File: src/rtl/ilm_iter_mult_pkg.sv
// Shared types and helpers for the iterative logarithmic multiplier.
package ilm_pkg;

    localparam int ILM_DEFAULT_WIDTH = 8;

    typedef enum logic [1:0] {
        IDLE = 2'd0,
        CALC = 2'd1,
        DONE = 2'd2
    } ilm_state_t;

    function automatic int unsigned clamp_iters(input int unsigned it, input int unsigned max_iter);
        return (it > max_iter) ? max_iter : it;
    endfunction

endpackage

File: src/rtl/ilm_iter_mult_if.sv
// Request/response handshake bundle for ilm_iter_mult.
interface ilm_iter_mult_if
    import ilm_pkg::*;
#(
    parameter int WIDTH    = ILM_DEFAULT_WIDTH,
    parameter int MAX_ITER = 3,
    parameter int ITW      = $clog2(MAX_ITER + 1)
);
    logic               in_valid;
    logic               in_ready;
    logic [WIDTH-1:0]   in1;
    logic [WIDTH-1:0]   in2;
    logic               signed_en;
    logic [ITW-1:0]     iters;
    logic               out_valid;
    logic               out_ready;
    logic [2*WIDTH-1:0] product;
    logic               exact;
    logic               busy;

    modport master (
        output in_valid, in1, in2, signed_en, iters, out_ready,
        input  in_ready, out_valid, product, exact, busy
    );

    modport slave (
        input  in_valid, in1, in2, signed_en, iters, out_ready,
        output in_ready, out_valid, product, exact, busy
    );
endinterface

File: src/rtl/ilm_lod.sv
// Combinational leading-one detector: position of the top set bit and the
// value with that bit cleared.
module ilm_lod #(
    parameter int WIDTH = 8,
    parameter int KW    = $clog2(WIDTH)
) (
    input  logic [WIDTH-1:0] v,
    output logic [KW-1:0]    k,
    output logic [WIDTH-1:0] x,
    output logic             zero
);
    always_comb begin
        k = '0;
        for (int i = 0; i < WIDTH; i++) begin
            if (v[i]) k = KW'(i);
        end
        x    = v & ~(WIDTH'(1) << k);
        zero = (v == '0);
    end
endmodule

File: src/rtl/ilm_iter_mult.sv
// Sequential iterative logarithmic multiplier: one ILM correction term per
// cycle on the residues, stopping early once either residue reaches zero.
module ilm_iter_mult
    import ilm_pkg::*;
#(
    parameter  int WIDTH    = ILM_DEFAULT_WIDTH,
    parameter  int MAX_ITER = 3,
    localparam int ITW      = $clog2(MAX_ITER + 1),
    localparam int KW       = $clog2(WIDTH),
    localparam int PW       = 2 * WIDTH
) (
    input  logic            clk,
    input  logic            rst_n,
    ilm_iter_mult_if.slave  bus
);
    ilm_state_t     state_reg;
    logic [WIDTH-1:0] res_reg [2];
    logic [PW-1:0]  acc_reg;
    logic [PW-1:0]  product_reg;
    logic [ITW-1:0] j_reg;
    logic [ITW-1:0] iters_reg;
    logic           sign_reg;
    logic           exact_reg;

    logic [WIDTH-1:0] opnd  [2];
    logic [WIDTH-1:0] mag   [2];
    logic [KW-1:0]    lod_k [2];
    logic [WIDTH-1:0] lod_x [2];
    logic             lod_zero [2];

    assign opnd[0] = bus.in1;
    assign opnd[1] = bus.in2;

    generate
        for (genvar gi = 0; gi < 2; gi++) begin : g_op
            // -2^(WIDTH-1) negates onto itself, which reads correctly as unsigned.
            assign mag[gi] = (bus.signed_en && opnd[gi][WIDTH-1]) ? ('0 - opnd[gi]) : opnd[gi];

            ilm_lod #(.WIDTH(WIDTH)) u_lod (
                .v    (res_reg[gi]),
                .k    (lod_k[gi]),
                .x    (lod_x[gi]),
                .zero (lod_zero[gi])
            );
        end
    endgenerate

    logic [PW-1:0] term;
    logic [PW-1:0] acc_next;
    logic [PW-1:0] product_next;
    logic          res_zero_next;
    logic          last_iter;

    always_comb begin
        term = '0;
        if (!(lod_zero[0] || lod_zero[1])) begin
            term = (PW'(1) << ((KW+1)'(lod_k[0]) + (KW+1)'(lod_k[1])))
                 + (PW'(lod_x[0]) << lod_k[1])
                 + (PW'(lod_x[1]) << lod_k[0]);
        end
        acc_next      = acc_reg + term;
        product_next  = sign_reg ? ('0 - acc_next) : acc_next;
        res_zero_next = (lod_x[0] == '0) || (lod_x[1] == '0);
        last_iter     = (j_reg == iters_reg);
    end

    always_ff @(posedge clk or negedge rst_n) begin
        if (!rst_n) begin
            state_reg   <= IDLE;
            res_reg[0]  <= '0;
            res_reg[1]  <= '0;
            acc_reg     <= '0;
            product_reg <= '0;
            j_reg       <= '0;
            iters_reg   <= '0;
            sign_reg    <= 1'b0;
            exact_reg   <= 1'b0;
        end else begin
            case (state_reg)
                IDLE: begin
                    if (bus.in_valid) begin
                        res_reg[0]  <= mag[0];
                        res_reg[1]  <= mag[1];
                        sign_reg    <= bus.signed_en & (bus.in1[WIDTH-1] ^ bus.in2[WIDTH-1]);
                        iters_reg   <= ITW'(clamp_iters(32'(bus.iters), MAX_ITER));
                        acc_reg     <= '0;
                        product_reg <= '0;
                        j_reg       <= '0;
                        exact_reg   <= 1'b0;
                        state_reg   <= CALC;
                    end
                end
                CALC: begin
                    acc_reg    <= acc_next;
                    res_reg[0] <= lod_x[0];
                    res_reg[1] <= lod_x[1];
                    j_reg      <= j_reg + ITW'(1);
                    if (res_zero_next || last_iter) begin
                        exact_reg   <= res_zero_next;
                        product_reg <= product_next;
                        state_reg   <= DONE;
                    end
                end
                DONE: begin
                    if (bus.out_ready) state_reg <= IDLE;
                end
                default: state_reg <= IDLE;
            endcase
        end
    end

    assign bus.in_ready  = (state_reg == IDLE);
    assign bus.busy      = (state_reg != IDLE);
    assign bus.out_valid = (state_reg == DONE);
    assign bus.product   = product_reg;
    assign bus.exact     = exact_reg;
endmodule

File: src/flat_wrapper.sv
// flat-port wrapper written by rule: the top's interface ports become plain ports
module ilm_iter_mult_flat import ilm_pkg::*;
#(
    parameter  int WIDTH    = ILM_DEFAULT_WIDTH,
    parameter  int MAX_ITER = 3,
    localparam int ITW      = $clog2(MAX_ITER + 1),
    localparam int KW       = $clog2(WIDTH),
    localparam int PW       = 2 * WIDTH
)
  (clk, rst_n, bus_in_valid, bus_in1, bus_in2, bus_signed_en, bus_iters, bus_out_ready, bus_in_ready, bus_out_valid, bus_product, bus_exact, bus_busy);
  ilm_iter_mult_if #(.WIDTH(WIDTH), .MAX_ITER(MAX_ITER)) bus_i ();
  input  logic clk;
  input  logic rst_n;
  input wire logic [$bits(bus_i.in_valid)-1:0] bus_in_valid;
  input wire logic [$bits(bus_i.in1)-1:0] bus_in1;
  input wire logic [$bits(bus_i.in2)-1:0] bus_in2;
  input wire logic [$bits(bus_i.signed_en)-1:0] bus_signed_en;
  input wire logic [$bits(bus_i.iters)-1:0] bus_iters;
  input wire logic [$bits(bus_i.out_ready)-1:0] bus_out_ready;
  output wire logic [$bits(bus_i.in_ready)-1:0] bus_in_ready;
  output wire logic [$bits(bus_i.out_valid)-1:0] bus_out_valid;
  output wire logic [$bits(bus_i.product)-1:0] bus_product;
  output wire logic [$bits(bus_i.exact)-1:0] bus_exact;
  output wire logic [$bits(bus_i.busy)-1:0] bus_busy;
  assign bus_i.in_valid = bus_in_valid;
  assign bus_i.in1 = bus_in1;
  assign bus_i.in2 = bus_in2;
  assign bus_i.signed_en = bus_signed_en;
  assign bus_i.iters = bus_iters;
  assign bus_i.out_ready = bus_out_ready;
  assign bus_in_ready = bus_i.in_ready;
  assign bus_out_valid = bus_i.out_valid;
  assign bus_product = bus_i.product;
  assign bus_exact = bus_i.exact;
  assign bus_busy = bus_i.busy;
  ilm_iter_mult #(.WIDTH(WIDTH), .MAX_ITER(MAX_ITER)) u_core (.clk(clk), .rst_n(rst_n), .bus(bus_i));
endmodule
File: config.mk
export PLATFORM = sky130hd
export DESIGN_NAME = ilm_iter_mult_flat
export DESIGN_NICKNAME = d
export VERILOG_FILES = /design/src/rtl/ilm_iter_mult_pkg.sv /design/src/rtl/ilm_iter_mult_if.sv /design/src/rtl/ilm_lod.sv /design/src/rtl/ilm_iter_mult.sv /design/src/flat_wrapper.sv
export SDC_FILE = /design/constraint.sdc
export NUM_CORES = 1
export LEC_CHECK = 0
export ABC_AREA = 1
export CORE_UTILIZATION = 35
export DETAILED_ROUTE_END_ITERATION = 6
export PLACE_DENSITY = 0.52
export SLEW_MARGIN = 20
export SYNTH_ARGS = -nofsm -noshare
export SYNTH_HDL_FRONTEND = slang
export SYNTH_SLANG_ARGS = --single-unit
export TNS_END_PERCENT = 10
File: constraint.sdc
create_clock -name clk -period 8.4 [get_ports clk]
set_clock_uncertainty 0.1 [all_clocks]
set_input_delay 0.84 -clock clk [delete_from_list [all_inputs] [get_ports clk]]
set_output_delay 0.84 -clock clk [all_outputs]
set_load 0.01 [all_outputs]
Word-level counts from Yosys, hierarchy flattened
Index checks and enable logic that the tools add are counted.
{"block": "word_totals", "ff_bits": 56, "latchBits": 0, "mem_bits_rw": 0, "rom_bits": 0, "inputBits": 23, "output_inout_bits": 20, "word_cells": 83, "mem_count": 0}
{"block": "classes", "addsub": 8, "multipliers": 0, "n_div": 0, "order_cmp": 0, "n_eq_ne": 6, "shifts": 5, "n_mux": 33, "n_bitwise": 6, "n_reduce_logical": 16}
{"op": "16-bit one-hot mux with 2 select lines", "count": 3}
{"op": "16-bit 2-to-1 mux", "count": 5}
{"op": "16-bit adder", "count": 3}
{"op": "3-bit 2-to-1 mux", "count": 12}
{"op": "8-bit logical NOT", "count": 4}
{"op": "8-bit by 3-bit << shifter with 16-bit output", "count": 2}
{"op": "8-bit AND", "count": 2}
{"op": "8-bit 2-to-1 mux", "count": 2}
{"op": "8-bit inverter", "count": 2}
{"op": "1-bit by 3-bit << shifter with 8-bit output, first input constant", "count": 2}
{"op": "1-bit by 4-bit << shifter with 16-bit output, first input constant", "count": 1}
{"op": "1-bit by 16-bit subtractor with 16-bit output, first input constant", "count": 1}
{"op": "1-bit by 8-bit subtractor with 8-bit output, first input constant", "count": 2}
{"op": "2-bit 2-to-1 mux", "count": 4}
{"op": "2-bit one-hot mux with 3 select lines", "count": 1}
{"op": "3-bit AND reduction", "count": 2}
{"op": "3-bit by 3-bit adder with 4-bit output", "count": 1}
{"op": "1-bit 2-to-1 mux", "count": 4}
{"op": "2-bit != test, second input constant", "count": 2}
{"op": "2-bit one-hot mux with 2 select lines", "count": 1}
{"op": "2-bit AND reduction", "count": 2}
{"op": "2-bit nonzero test", "count": 2}
{"op": "1-bit logical OR", "count": 3}
{"op": "2-bit by 1-bit adder with 2-bit output, second input constant", "count": 1}
{"op": "9 further kinds", "count": 10}

Logic depth before layout (Yosys ltp)
Gate-level depths: netlist of the first run.
{"block": "logic_depth", "depth_word": 19, "depth_mapped": 44, "ltp_nobuf": 43}

By module
A second synthesis of the first run with hierarchy kept.
{"block": "hier_totals", "hier_cells": 991, "hier_area_um2": 6254.7}
{"module": "ilm_iter_mult", "n_inst": 1, "cells_each": 917, "area_each_um2": 5914.4, "seq_area_each_um2": 1401.3}
{"module": "ilm_lod", "n_inst": 2, "cells_each": 37, "area_each_um2": 170.2, "seq_area_each_um2": 0.0}

Least setup slack after synthesis of the first run
OpenSTA, ideal clock, no wires.
{"block": "synth_path", "path_kind": "reg2reg", "start": "register u_core.res_reg[15] in the netlist's numbering", "end": "register u_core.product_reg[15], in the netlist u_core.bus.product[15]", "setup_time_ns": 0.116, "arrival_ns": 5.692, "required_time_ns": 8.184, "slack_ns": 2.492, "stages_incl_launch_ff": 41, "path_buffers": 0, "synth_period_minus_slack_ns": 5.908, "path_cell_list": "dfrtp_1 -> nor2_4 -> inv_1 -> nor2_1 -> clkinv_1 -> fa_1 -> inv_1 -> nand2_1 -> nand2_1 -> inv_1 -> nor2_1 -> nand2_1 -> fa_1 -> inv_1 -> ha_1 -> nand3_1 -> nand2_1 -> inv_1 -> [... 5 more ...] -> a21oi_1 -> ha_1 -> nand2_1 -> inv_1 -> nand2_1 -> nand2_1 -> a21oi_1 -> nand2_1 -> nand2_1 -> nand2_1 -> nor2_1 -> nand3_1 -> nor2_1 -> nor2_1 -> nand2_1 -> nand2_1 -> nand2_1 -> nand2_1"}
{"block": "synth_between", "elab_chain_len": 13, "word_cells_on_any_way": 23, "classes_between": "add/sub: 5; eq/ne: 1; shift: 4; mux: 5; bitwise: 2; reduce/logical: 6"}
{"item": "from (decl)", "line": "ilm_iter_mult.sv:17", "text": "logic [WIDTH-1:0] res_reg [2];"}
{"item": "3-bit 2-to-1 mux", "line": "ilm_lod.sv:15", "text": "if (v[i]) k = KW'(i);"}
{"item": "1-bit by 3-bit << shifter with 8-bit output", "line": "ilm_lod.sv:17", "text": "x = v & ~(WIDTH'(1) << k);"}
{"item": "8-bit inverter", "line": "ilm_lod.sv:17"}
{"item": "8-bit AND", "line": "ilm_lod.sv:17"}
{"item": "8-bit by 3-bit << shifter with 16-bit output", "line": "ilm_iter_mult.sv:58", "text": "+ (PW'(lod_x[0]) << lod_k[1])"}
{"item": "16-bit adder", "line": "ilm_iter_mult.sv:58"}
{"item": "16-bit adder", "line": "ilm_iter_mult.sv:59", "text": "+ (PW'(lod_x[1]) << lod_k[0]);"}
{"item": "16-bit 2-to-1 mux", "line": "ilm_iter_mult.sv:56", "text": "if (!(lod_zero[0] || lod_zero[1])) begin"}
{"item": "16-bit adder", "line": "ilm_iter_mult.sv:61", "text": "acc_next = acc_reg + term;"}
{"item": "1-bit by 16-bit subtractor with 16-bit output", "line": "ilm_iter_mult.sv:62", "text": "product_next = sign_reg ? ('0 - acc_next) : acc_next;"}
{"item": "16-bit 2-to-1 mux", "line": "ilm_iter_mult.sv:62"}
{"item": "16-bit 2-to-1 mux", "line": "ilm_iter_mult.sv:98", "text": "if (res_zero_next || last_iter) begin"}
{"item": "16-bit one-hot mux with 2 select lines", "line": "ilm_iter_mult.sv:79", "text": "case (state_reg)"}
{"item": "to (signal assigned)", "line": "ilm_iter_mult.sv:100", "text": "product_reg <= product_next;"}
{"item": "to (decl)", "line": "ilm_iter_mult.sv:19", "text": "logic [PW-1:0] product_reg;"}
Several ways; a longest one is shown, not always the timed one. The select of a mux whose other input is x is not followed.
A chain may end at the register's enable or synchronous reset.

Worst setup path after layout of the first run
Same ends and word-level chain as after synthesis.

==> results of run 1 <==
## worst reg2reg max path, delay by kind of cell (launching register included)
family | cells | cell delay, ns
adder cells (fa/ha/maj) | 4 | 1.69
AND/OR/NAND/NOR | 23 | 2.69
buffers and inverters | 6 | 0.80
AO/OA/AOI/OAI | 6 | 1.25
flip-flops | 1 | 0.44
## area by class of cell
type | instances | area [sq um]
Sequential cell | 56 | 1400
Clock inverter | 3 | 26.3
Inverter | 147 | 552
Multi-Input combinational cell | 723 | 3950
Tap cell | 220 | 275
Timing Repair Buffer | 46 | 445
Clock buffer | 5 | 125
Fill cell | 1841 | 9810
## routing by layer
metal,share of wire (%),vias up,GRT usage (%)
li1,-,3092,-
met1,51,2623,27.4
met2,44,96,32.5
met3,3.3,11,2.68
met4,0.89,0,3.96
met5,0,-,0
## layout by cell type, fill, tap and decap left out, types with 2 or more instances in the layout
| cell type | instances |
|---|---|
| o21ai_0 | 76 |
| o21ai_1 | 5 |
| ha_1 | 35 |
| a21boi_0 | 2 |
| o22ai_1 | 7 |
| xnor2_1 | 7 |
| nand2_2 | 2 |
| clkbuf_16 | 5 |
| a31oi_1 | 2 |
| clkinv_1 | 5 |
| o21a_1 | 3 |
| a21oi_1 | 41 |
| nor2_2 | 4 |
| nand2_1 | 315 |
| nor4_1 | 4 |
| o211ai_1 | 3 |
| nor3_1 | 13 |
| o31ai_1 | 2 |
| buf_4 | 4 |
| xor2_1 | 11 |
| inv_2 | 2 |
| or2_2 | 9 |
| clkinvlp_4 | 2 |
| nand3b_1 | 3 |
| inv_1 | 140 |
| nand3_1 | 48 |
| and2_1 | 2 |
| nor2_1 | 72 |
| a221oi_1 | 3 |
| dfrtp_1 | 56 |
| a22oi_1 | 3 |
| o221ai_1 | 2 |
| conb_1 | 2 |
| mux2i_1 | 3 |
| clkdlybuf4s50_1 | 41 |
| fa_1 | 18 |
| nand4_1 | 12 |
## path summary, 6_finish.rpt
| path | startpoint | endpoint | depth (start not counted) |
|---|---|---|---|
| max | u_core.res_reg[15] | u_core.bus.product[15] | 39 |
| min | u_core.bus.product[8] | u_core.bus.product[8] | 2 |
| max reg2reg | u_core.res_reg[15] | u_core.bus.product[15] | 39 |
| min reg2reg | u_core.bus.product[8] | u_core.bus.product[8] | 2 |
| max in group asynchronous | rst_n | u_core.res_reg[11] | 2 |
| min in group asynchronous | rst_n | u_core.acc_reg[11] | 2 |
## kinds of logic after synthesis
family          after synthesis  synth area share, %
simple gates                491                 34.7
flops                        56                 23.5
buf+inv                     162                 10.4
fa+ha+maj                    53                 13.4
mux                           3                0.504
compound gates              155                 14.4
other cells                   1               0.0629
xor+xnor                     19                 3.02
## metrics by stage
step                instances  area, sq um  hold slack (ns)  setup WS [ns]  utilization [%]
finish                   1200         6770            0.378           1.36             40.8
global route             1200         6770            0.401          0.519             40.8
CTS                      1200         6770            0.382           1.39             40.8
detailed placement       1192         6620            0.360           1.40             39.9
global placement         1192         6620            0.359           1.44             39.9
floorplan                 941         5960            0.356           2.49                -
## cells in the mapped netlist, types with 2 or more instances
cell and n:
xnor2_1 7, or2_2 9, nand3b_1 3, ha_1 35, nand2_1 315, o21a_1 3, o211ai_1 3, o221ai_1 2
inv_1 140, mux2i_1 3, nand3_1 48, a22oi_1 3, nor4_1 4, dfrtp_1 56, nor3_1 13, buf_2 2
a31oi_1 2, xor2_1 11, inv_2 2, clkbuf_1 11, clkinv_1 5, nor2_1 73, o21ai_1 5, fa_1 18
a21boi_0 2, and2_1 2, a21oi_1 41, a221oi_1 3, o22ai_1 7, nand2_2 2, nor2_2 3, nand4_1 12
o21ai_0 76, o31ai_1 2
==> results.tsv, run 1 <==
metric	value	unit
area_delta_synth_final	13.6	%
cap_viol_max_count	0	
synth_cell_types	51	
synthArstFlopShare	100	%
cts_hold_buf	0	
nNetsFinal	1055	
finalHoldViolCount	0	
synthTopCellsByArea	dfrtp_1 (24%), nand2_1 (20%), inv_1 (8.8%), ha_1 (7.3%), o21ai_0 (6.4%)	
cp_num_buf_inv	6	
yosysSeqAreaShare	23.5	%
cts_buffers	5	
grt_pass1_vias	5521	
status	complete, no violations	
wirelength	16.4	mm
ctsRootBufferMaster	clkbuf_16	
antenna_found_initial	0	
synth_seq_cells	56	
clk_pin_slew	0.08	ns
globalRoute.totalOverflow	0	
path_common_cell	nand2_1	
critPathMaxStageDelay	0.52	ns
final-max-slew-violation-count	0	
avgSynthCellArea	6.34	sq um
via_per_inst	4.85	
drt_pass1_iterations	4	
first_iter_violations	274	
endpoint_kind	flip-flop	
min_period_over_period	83.8	%
syn_area	0.00596	sq mm
worst_pin_slew	0.818	ns
cp_max_fo	10	
port_buffers	42	
die_h	133	um
yosysTopAreaCell	dfrtp_1	
cp-start-kind	flip-flop	
fmax	142	MHz
vias	5822	
grt_max_degree	57	
insertion_delay	0.31	ns
worstSetupPathType	reg2reg	
grt_usage	19.7	%
antenna_cells	0	
fin_crit	7.04	ns
setup_viol	0	
rsz0062_at_grt	false	
ctsResizeCount	0	
clock_path_buffers	2	
h-tree-depth	2	
grt_pass1_wl	27.6	mm
gp_congestion	0.889	
synth-edff-count	0	
synth_top_area_share	23.5	%
relSlewSlack	45.1	%
start_util	35.9	%
cts_tree	done	
synthFlopType	dfrtp_1	
wire_per_inst	13.6	um
drive_gt1_share	3.88	%
drc	0	
post_cts_buffers	0	
cts.sinks	56	
min_path_type	reg2reg	
slowest_stage	fa_1	
dieArea	0.0176	sq mm
cp.required	8.51	ns
synth_warnings	0	
arrival	7.16	ns
tns	0	ns
drtAntennaViolNets	0	
dp_hpwl	13.2	mm
r2r_slack	1.36	ns
postSynthCellCount	940	
cp_top_family	simple AND/OR/NAND/NOR gates	
die_w	133	um
num_rows	47	
ios	43	
fp.coreArea	0.0166	sq mm
Power of run 1 is left out: the tool's default activity adds up to more than one toggle a clock period on the data nets, which glitch-free logic cannot reach.
==> run 2: changes to the inputs <==
PLACE_DENSITY = 0.54   (was 0.52)
clock period = 6.3 ns   (was 8.4 ns; I/O delays follow)
==> run 2 against run 1 <==
  * Register-to-register slack worse by 0.89 ns
  * Critical path type unchanged
  * Highest routed layer unchanged
  * Sequential share of layout area is 0.80 points lower
  * Final area is 4.0% higher
  * Largest cell class unchanged
==> results.tsv, run 2 (same netlist as run 1, synthesis figures left out) <==
metric	value	unit	change
status	complete, no violations		
wirelength	16.0	mm	-2.5%
drt_pass1_iterations	4		unchanged
top_layer_used	met4		
wl_met3	449	um	-18%
rr_worst_depth	34		-13%
arrival	5.94	ns	-1.22 ns
crit_start	u_core.res_reg[1]		
reg2reg_from	u_core.res_reg[1]		
tns	0	ns	unchanged
fmax	172	MHz	+21%
critPathCapture	u_core.bus.product[11]		
antenna_cells	0		unchanged
first_iter_violations	289		+5.5%
dp_hpwl	13.0	mm	-1.4%
cap_viol_max_count	0		unchanged
dieArea	0.0176	sq mm	unchanged
ctsRootBufferMaster	clkbuf_16		
via_per_inst	4.75		-2.1%
layout_commonest_cell	nand2_1		
area_delta_synth_final	18.2	%	
worst_pin_slew	0.924	ns	+0.106 ns
die_h	133	um	unchanged
nNetsFinal	1081		+2.5%
ios	43		unchanged
wl_met1	8.21	mm	-2.2%
critPathMaxStageDelay	0.52	ns	about the same
gp_congestion	0.896		+0.72%
cts.sinks	56		unchanged
endpoint_kind	flip-flop		
globalRoute.totalOverflow	0		unchanged
relSlewSlack	38.0	%	-7.1 points
dr_wl_met2	7.11	mm	-2.5%
port_buffers	42		unchanged
finalHoldViolCount	0		unchanged
r2r_slack	0.47	ns	-0.89 ns
cts_tree	done		
worstSetupPathType	reg2reg		
clk_pin_slew	0.08	ns	about the same
num_rows	47		unchanged
min_path_type	in2async		
cts_buffers	5		unchanged
min_period_over_period	92.6	%	+8.7 points
slowest_stage	fa_1		
mostFrequentLayoutCells	nand2_1 (312), inv_1 (140), o21ai_0 (73)		
grt_pass1_wl	27.2	mm	-1.3%
drtAntennaViolNets	0		unchanged
insertion_delay	0.31	ns	about the same
grt_usage	19.3	%	-0.39 points
drc	0		unchanged
setup_viol	0		unchanged
grt_pass1_vias	5546		+0.45%
antenna_found_initial	0		unchanged
fin_crit	5.83	ns	-1.21 ns
vias	5825		+0.052%
die_w	133	um	unchanged
nFillCells	1818		-1.2%
h-tree-depth	2		unchanged
final-max-slew-violation-count	0		unchanged
cp_max_fo	5		-5
cp.required	6.41	ns	-2.10 ns
cp-start-kind	flip-flop		
start_util	35.9	%	unchanged
grt_max_degree	57		unchanged
r2r_end	u_core.bus.product[11]		
path_common_cell	nand2_1		
wire_per_inst	13.0	um	-4.6%
drive_gt1_share	8.15	%	+4.3 points
fp.coreArea	0.0166	sq mm	unchanged
clock_path_buffers	2		unchanged
-- run 2: cell count changes in the layout (fill, tap and decap cells not counted), moves of 4 or more --
cell / previous run / this run
nor3_1: 13 / 9
buf_4: 4 / 30
nor3_2: 0 / 4
nor2_1: 72 / 68
nor2_2: 4 / 8
-- run 2: stage by stage --
step	instances	cell area [sq um]	util, %	hold WS (ns)	setup WS (ns)
floorplan	941	5960	-	0.234	0.392
global placement	1215	6790	41.0	0.356	0.355
detailed placement	1215	6790	41.0	0.357	0.241
CTS	1223	6940	41.8	0.379	0.229
global route	1226	7050	42.5	0.402	-0.0155
finish	1226	7050	42.5	0.349	0.469
-- run 2: how the worst min path moves through the flow --
| stage | depth (start not counted) | end | startpoint |
|---|---|---|---|
| floorplan | 0 | u_core.acc_reg[0] | rst_n |
| global placement | 2 | u_core.bus.exact | u_core.bus.exact |
| detailed placement | 2 | u_core.bus.product[9] | u_core.bus.product[9] |
| CTS | 2 | u_core.bus.product[9] | u_core.bus.product[9] |
| global route | 2 | u_core.bus.product[5] | u_core.bus.product[5] |
| finish | 2 | u_core.res_reg[8] | rst_n |
-- run 2: cell type report --
class / count / area, sq um / area share, %
repair buffers: 72 / 641 / 9.09
clock buffers: 6 / 129 / 1.83
well taps: 220 / 275 / 3.91
flip-flops and latches: 56 / 1400 / 19.9
clock inverters: 2 / 16.3 / 0.231
multi-input cells: 723 / 4030 / 57.2
inverters: 147 / 552 / 7.83
-- run 2: critical path: cells and delay by family, from the launching register on --
family	cells	cell delay, ns
buf+inv	6	0.53
simple gates	16	1.50
fa+ha+maj	6	2.22
xor+xnor	2	0.33
flops	1	0.37
compound gates	4	0.66
-- run 2: routing by layer --
| layer | up-vias | global-route usage (%) |
|---|---|---|
| li1 | 3141 | - |
| met4 | 0 | 4.28 |
| met2 | 94 | 31.0 |
| met5 | - | 0 |
| met1 | 2577 | 27.5 |
| met3 | 13 | 2.34 |
-- run 2: what timing repair did --
action,in CTS,in global routing
buffers inserted,0,3
resized for setup,0,23
setup endpoints to repair,0,9
hold buffers,0,0
Power of run 2 is left out for the same reason.
